File: config.mk
export PLATFORM = sky130hd
export DESIGN_NAME = clock_reset_gen
export DESIGN_NICKNAME = d
export VERILOG_FILES = /design/src/rtl/clock_reset_gen.sv
export SDC_FILE = /design/constraint.sdc
export NUM_CORES = 1
export LEC_CHECK = 0
export CELL_PAD_IN_SITES_DETAIL_PLACEMENT = 1
export CELL_PAD_IN_SITES_GLOBAL_PLACEMENT = 1
export CORE_AREA = 2 2 39 41
export DETAILED_ROUTE_END_ITERATION = 10
export DIE_AREA = 0 0 41 43
export PLACE_DENSITY_LB_ADDON = 0.1
export SETUP_SLACK_MARGIN = 0.1
export SYNTH_ARGS = -nofsm -noshare
export SYNTH_HDL_FRONTEND = slang
export SYNTH_SLANG_ARGS = --single-unit
File: constraint.sdc
create_clock -name clk -period 2.2 [get_ports clk]
set_input_delay 0.66 -clock clk [delete_from_list [all_inputs] [get_ports clk]]
set_output_delay 0.66 -clock clk [all_outputs]
set_load 0.02 [all_outputs]
File: src/rtl/clock_reset_gen.sv
`default_nettype none
// ============================================================================
//  Module      : clock_reset_gen
//  Description : Reset conditioner for the JAM-1 main bus. Synchronises the
//                asynchronous active-low reset button into the clk domain,
//                stretches its release by HOLD_CYCLES and drives a registered,
//                glitch-free active-low system reset.
//  Revision    : 1.0 - initial release
// ============================================================================
module clock_reset_gen #(
  parameter int SYNC_STAGES = 2,  // synchroniser depth, >= 2
  parameter int HOLD_CYCLES = 4   // extra low cycles after release, >= 1
) (
  input  logic clk,
  input  logic rst,
  input  logic reset_in_n,
  output logic reset_out_n
);

  // Hold counter width: must be able to represent HOLD_CYCLES itself.
  localparam int CW = $clog2(HOLD_CYCLES + 1);
  localparam logic [CW-1:0] C_HOLD = CW'(HOLD_CYCLES);
  localparam logic [CW-1:0] C_ONE  = CW'(1);
  localparam logic [CW-1:0] C_ZERO = '0;

  // State encoding: bit 0 is the released-reset level, so the output is the
  // plain Q of a state flop and can never glitch through decode logic.
  localparam logic [1:0] ST_ASSERT = 2'b00;
  localparam logic [1:0] ST_HOLD   = 2'b10;
  localparam logic [1:0] ST_RUN    = 2'b01;

  logic [SYNC_STAGES-1:0] r_sync;
  logic                   w_sync_out;
  logic [CW-1:0]          r_cnt;
  logic [CW-1:0]          w_cnt_nxt;
  logic [1:0]             r_state;
  logic [1:0]             w_state_nxt;

  // Synchroniser: pure shift chain, cleared by rst, no logic between stages.
  always_ff @(posedge clk) begin
    if (rst) begin
      r_sync <= '0;
    end else begin
      r_sync <= {r_sync[SYNC_STAGES-2:0], reset_in_n};
    end
  end

  assign w_sync_out = r_sync[SYNC_STAGES-1];

  // State register: state and hold counter; rst forces ASSERT with a full count.
  always_ff @(posedge clk) begin
    if (rst) begin
      r_state <= ST_ASSERT;
      r_cnt   <= C_HOLD;
    end else begin
      r_state <= w_state_nxt;
      r_cnt   <= w_cnt_nxt;
    end
  end

  // Next-state logic: a low synchronised button always re-arms the full hold;
  // otherwise count down to zero before entering RUN.
  always_comb begin
    w_state_nxt = ST_ASSERT;
    w_cnt_nxt   = C_HOLD;
    if (rst || !w_sync_out) begin
      w_state_nxt = ST_ASSERT;
      w_cnt_nxt   = C_HOLD;
    end else begin
      case (r_state)
        ST_ASSERT, ST_HOLD: begin
          if (r_cnt != C_ZERO) begin
            w_state_nxt = ST_HOLD;
            w_cnt_nxt   = r_cnt - C_ONE;
          end else begin
            w_state_nxt = ST_RUN;
            w_cnt_nxt   = C_ZERO;
          end
        end
        ST_RUN: begin
          w_state_nxt = ST_RUN;
          w_cnt_nxt   = C_ZERO;
        end
        default: begin
          // Unreachable encoding: recover by re-asserting reset.
          w_state_nxt = ST_ASSERT;
          w_cnt_nxt   = C_HOLD;
        end
      endcase
    end
  end

  // Output: the RUN bit of the state register, straight from a flop.
  always_comb begin
    reset_out_n = r_state[0];
  end

endmodule
`default_nettype wire

==> results.cfg, run 1 <==
[synthesis]
synth_edf_count = 0
synth.avg_cell_area_um2 = 10.61
synth_warnings = 0
yosysUniqueCellTypes = 13
netlist_area_um2 = 265.3
yosysTopAreaCellShare_pct = 52.83
syn_nets = 30
synthTopCellsByCount = dfxtp_1, nand2b_1
ys_ff_latch = 7
ys_seq_area_share_pct = 52.83
yosysMostFrequentCell = dfxtp_1
synth_top_area_cell = dfxtp_1
ys_async_sr_fraction_pct = 0
postSynthCellCount = 25
yosys-top-cells-area = dfxtp_1, ha_1, nand2b_1
ys.flop_type = dfxtp_1

[global_route]
grt_pass1_wl_um = 883
track_usage_pct = 8.266
overflow = 0
grt_max_degree = 8
antenna_found_initial = 0
grtUsageMet3_pct = 3.141
busiest_layer = met2
grtUsageMet1_pct = 8.143
grt.met2_usage_pct = 12.19
grt_pass1_vias = 210

[timing]
skew_ns = 0.001956
hold_viol_final = 0
rsz0062_at_grt = false
fin_setup_tns_ns = 0
fin_crit_ns = 1.978
fin_crit_sh_pct = 89.91
worst_pin_slew_ns = 0.2189
maxSlewViolCount = 0
layout_setup_ws_ns = 0.2221
fmax_mhz = 505.6
timing.final.setup_violations = 0
maxSlewHeadroom_pct = 85.41

[pwr]
switching_share_pct = 20.65
leakagePower_nw = 0.1463
power.density_mw_per_mm2 = 768.1
p_int_uw = 208.2
power_frac_comb_pct = 5.3
pwr-share-clk_pct = 44.3
p_seq_share_pct = 50.4
switching_power_uw = 54.18
ir_drop_mv = 0.2212

[route]
postRouteAntennaNets = 0
dr.pass1.iters = 1
routed_wirelength_um = 528
num_vias = 188
wl_per_cell_um = 11.00
vias_per_cell = 3.917
drt-initial-drc-count = 0
drc = 0

[place]
post-place-ws_ns = 0.4713
io_buffer_count = 3
dpl_cell_area_um2 = 315.3
post-dp-hpwl_um = 396.4
routabilityCongestion = 0.6493

[setup_path]
rr_startpoint = r_cnt[0]
startpoint_type = flop
cp.required_ns = 1.54
critical-path-top-delay-family = buffers and inverters
slowest_delay_ns = 0.64
crit_fanout = 7
cp_data_arrival_time_ns = 1.32
crit_slowest_cell = clkdlybuf4s50_1
r2r_slack_ns = 0.78
worst-path-buf-inv = 1
path_cells = clkdlybuf4s50_1
endpoint_kind = primary output
setup.worst_path.start = r_state[0]
criticalPathCategory = flop to primary output

[clock_network]
cts_sinks = 7
cts_resized = 0
postCtsHoldBufs = 0
clock_path_buffers = 2
h-tree-depth = 1
postCtsSetupBuffers = 0
cts_buffers = 3
tritoncts = done
clk_root_buffer_cell = clkbuf_4
clkTransAtPathRegs_ns = 0.05
clk_latency_ns = 0.25

[run]
cap_violations = 0

[cells_and_area]
nets = 38
drive_gt1_share_pct = 18.75
area_growth_pct = 28.77
n_antenna_cell = 0
final_area_um2 = 341.6

[die]
start_util_pct = 19.17
rows = 14
placeableCoreArea_mm2 = 0.001384
die_width_um = 41
die_height_um = 43
ios = 4
dieArea_mm2 = 0.001763

[outcome]
outcome = complete, no violations

[min_path]
worstHoldStart = r_sync[0]
min-delay-path-class = flop to flop
[path summary, 6_finish.rpt]
check	end	cells after the start
worst max-delay path	reset_out_n	1
worst min-delay path	r_sync[1]	1
worst max register to register	r_cnt[2]	4
worst min register to register	r_sync[1]	1
[area by class of cell]
class	instances	area (um^2)
flip-flops and latches	7	140.1
clock buffers	4	26.28
inverters	2	7.507
fillers	170	1042
repair buffers	3	30.03
multi-input cells	16	117.6
well taps	16	20.02
[cell usage in the layout, fill, tap and decap left out]
cell type | netlist | final
dfxtp_1 | 7 | 7
nand2b_1 | 3 | 3
clkbuf_4 | 0 | 3
clkdlybuf4s50_1 | 0 | 3
or2_2 | 2 | 2
inv_1 | 2 | 2
nor2b_1 | 2 | 2
ha_1 | 2 | 2
nand2_1 | 1 | 1
or3b_1 | 1 | 1
a211oi_2 | 1 | 1
a21o_1 | 1 | 1
nor3_1 | 1 | 1
nor4_1 | 1 | 1
a21oi_1 | 1 | 1
clkbuf_1 | 0 | 1
[logic make-up (layout without fill, tap and decap cells)]
group                      Yosys count  after routing  synth area share (%)
DFF                                  7              7                 52.83
buffers and inverters                2              9                 2.831
and+or+nand+nor                     11             11                 25.47
AOI/OAI and AO/OA                    3              3                 9.432
adders and majority gates            2              2                 9.432
[state kept, by name, summed over array words and instances, names as in the netlist]
signal	count
r_cnt	3
r_state	2
r_sync	2
[power by group through the flow]
stage	combinational (mW)	sequential, mW	clock [mW]
after floorplan	0.00774	0.135	0
final	0.0138	0.132	0.116
after global placement	0.0132	0.135	0
after detailed placement	0.0139	0.135	0
after global routing	0.0158	0.133	0.129
after CTS	0.0143	0.132	0.123
[layer usage]
metal	vias up	part of all wire [%]	routed length, um
met5	-	0	0
met4	0	0	0
met3	0	1.7	9
met2	3	58	305
met1	91	40	213
li1	94	-	-
[through the flow]
stage	util, %	total power, mW	hold slack [ns]	cells
5_1_grt	24.68	0.2776	0.4541	48
4_1_cts	24.68	0.2691	0.4432	48
6_report	24.68	0.2624	0.4386	48
2_1_floorplan	-	0.1423	0.4138	25
3_5_place_dp	22.78	0.1489	0.4307	44
3_3_place_gp	22.78	0.1480	0.4178	44
Power figures use the tool's default switching activity.
==> run 2, diff against run 1 <==
Settings changed: SETUP_SLACK_MARGIN 0.1 to 0.3, SKIP_CTS_REPAIR_TIMING from default to 1.
==> results.cfg, run 2 (synthesis results as in run 1) <==
[outcome]
outcome = complete, no violations

[global_route]
track_usage_pct = 8.266
grt_pass1_vias = 210
grt_max_degree = 8
grt_pass1_wl_um = 883
overflow = 0
antenna_found_initial = 0

[setup_path]
rr_startpoint = r_cnt[0]
critical-path-top-delay-family = flip-flops
cp.required_ns = 1.54
endpoint_kind = primary output
path_cells = dlymetal6s2s_1
slowest_delay_ns = 0.42
criticalPathCategory = flop to primary output
crit_slowest_cell = dfxtp_1
startpoint_type = flop
setup.worst_path.start = r_state[0]
crit_fanout = 7
worst-path-buf-inv = 1
cp_data_arrival_time_ns = 0.93

[die]
dieArea_mm2 = 0.001763
start_util_pct = 19.17
ios = 4
placeableCoreArea_mm2 = 0.001384
rows = 14
die_height_um = 43
die_width_um = 41

[clock_network]
tritoncts = done
clk_root_buffer_cell = clkbuf_4
cts_buffers = 3
cts_sinks = 7
h-tree-depth = 1
clock_path_buffers = 2
clkTransAtPathRegs_ns = 0.05
clk_latency_ns = 0.25

[cells_and_area]
n_fill_cell = 170
layout_common_cells = dfxtp_1, nand2b_1, clkbuf_4
final_area_um2 = 344.1
largest_register_ffs = 3
nets = 38
drive_gt1_share_pct = 18.75
n_antenna_cell = 0
layout.cells.non_filler = 48
regMostFlops = r_cnt
final_common_cell = dfxtp_1
area_growth_pct = 29.72
largest_registers = r_cnt: 3 flops, r_state: 2 flops, r_sync: 2 flops

[route]
wl_per_cell_um = 11.02
vias_per_cell = 3.917
drc = 0
dr.pass1.iters = 1
routed_wirelength_um = 529
num_vias = 188
postRouteAntennaNets = 0
drt-initial-drc-count = 0

[pwr]
switching_share_pct = 20.65
power.density_mw_per_mm2 = 762.5
p_seq_share_pct = 50.4
switching_power_uw = 54.18
ir_drop_mv = 0.2212
power_frac_comb_pct = 5.3
p_int_uw = 208.2
pwr-share-clk_pct = 44.3
leakagePower_nw = 0.1650

[place]
post-dp-hpwl_um = 396.4
io_buffer_count = 3
routabilityCongestion = 0.6493
dpl_cell_area_um2 = 315.3
placedCellCount = 44

[timing]
maxSlewHeadroom_pct = 85.08
fmax_mhz = 629.0
fin_setup_tns_ns = 0
timing.final.setup_violations = 0
worst_pin_slew_ns = 0.2235
fin_crit_sh_pct = 72.26
rsz0062_at_grt = false
maxSlewViolCount = 0
fin_crit_ns = 1.590
hold_viol_final = 0
skew_ns = 0.001956

[min_path]
worstHoldStart = r_sync[0]
min-delay-path-class = flop to flop

[run]
cap_violations = 0
## run 2: power groups by stage
stage	sequential [mW]	combinational, mW	clock, mW
after floorplan	0.135	0.00774	0
after global placement	0.135	0.0132	0
after detailed placement	0.135	0.0139	0
after CTS	0.132	0.0143	0.123
after global routing	0.133	0.0158	0.129
final	0.132	0.0138	0.116
## run 2: area by class of cell
cell class / instances / area (um^2) / share of cell area [%]
clock buffers: 4 / 26.28 / 7.636
inverters: 2 / 7.507 / 2.182
multi-input cells: 16 / 117.6 / 34.18
flip-flops and latches: 7 / 140.1 / 40.73
well taps: 16 / 20.02 / 5.818
repair buffers: 3 / 32.53 / 9.455
## run 2: path summary, 6_finish.rpt
kind	slack (ns)	depth (start not counted)	endpoint
setup / recovery	0.61	1	reset_out_n
hold / removal	0.44	1	r_sync[1]
setup reg to reg	0.78	4	r_cnt[2]
hold reg to reg	0.44	1	r_sync[1]
## run 2: layer usage
layer | track usage (%) | vias up | wire [um]
met5 | 0 | - | 0
met4 | 8.000 | 0 | 0
met3 | 3.141 | 0 | 9
met2 | 12.19 | 3 | 306
met1 | 8.143 | 91 | 213
li1 | - | 94 | -
## run 2: per-stage QoR
stage	setup slack (ns)	util, %	total power, mW	hold slack [ns]
floorplan	0.8765	-	0.1423	0.4138
global placement	0.5003	22.78	0.1480	0.4178
detailed placement	0.4713	22.78	0.1489	0.4307
CTS	0.1936	24.68	0.2691	0.4432
global route	0.5368	24.86	0.2776	0.4541
finish	0.6102	24.86	0.2624	0.4386
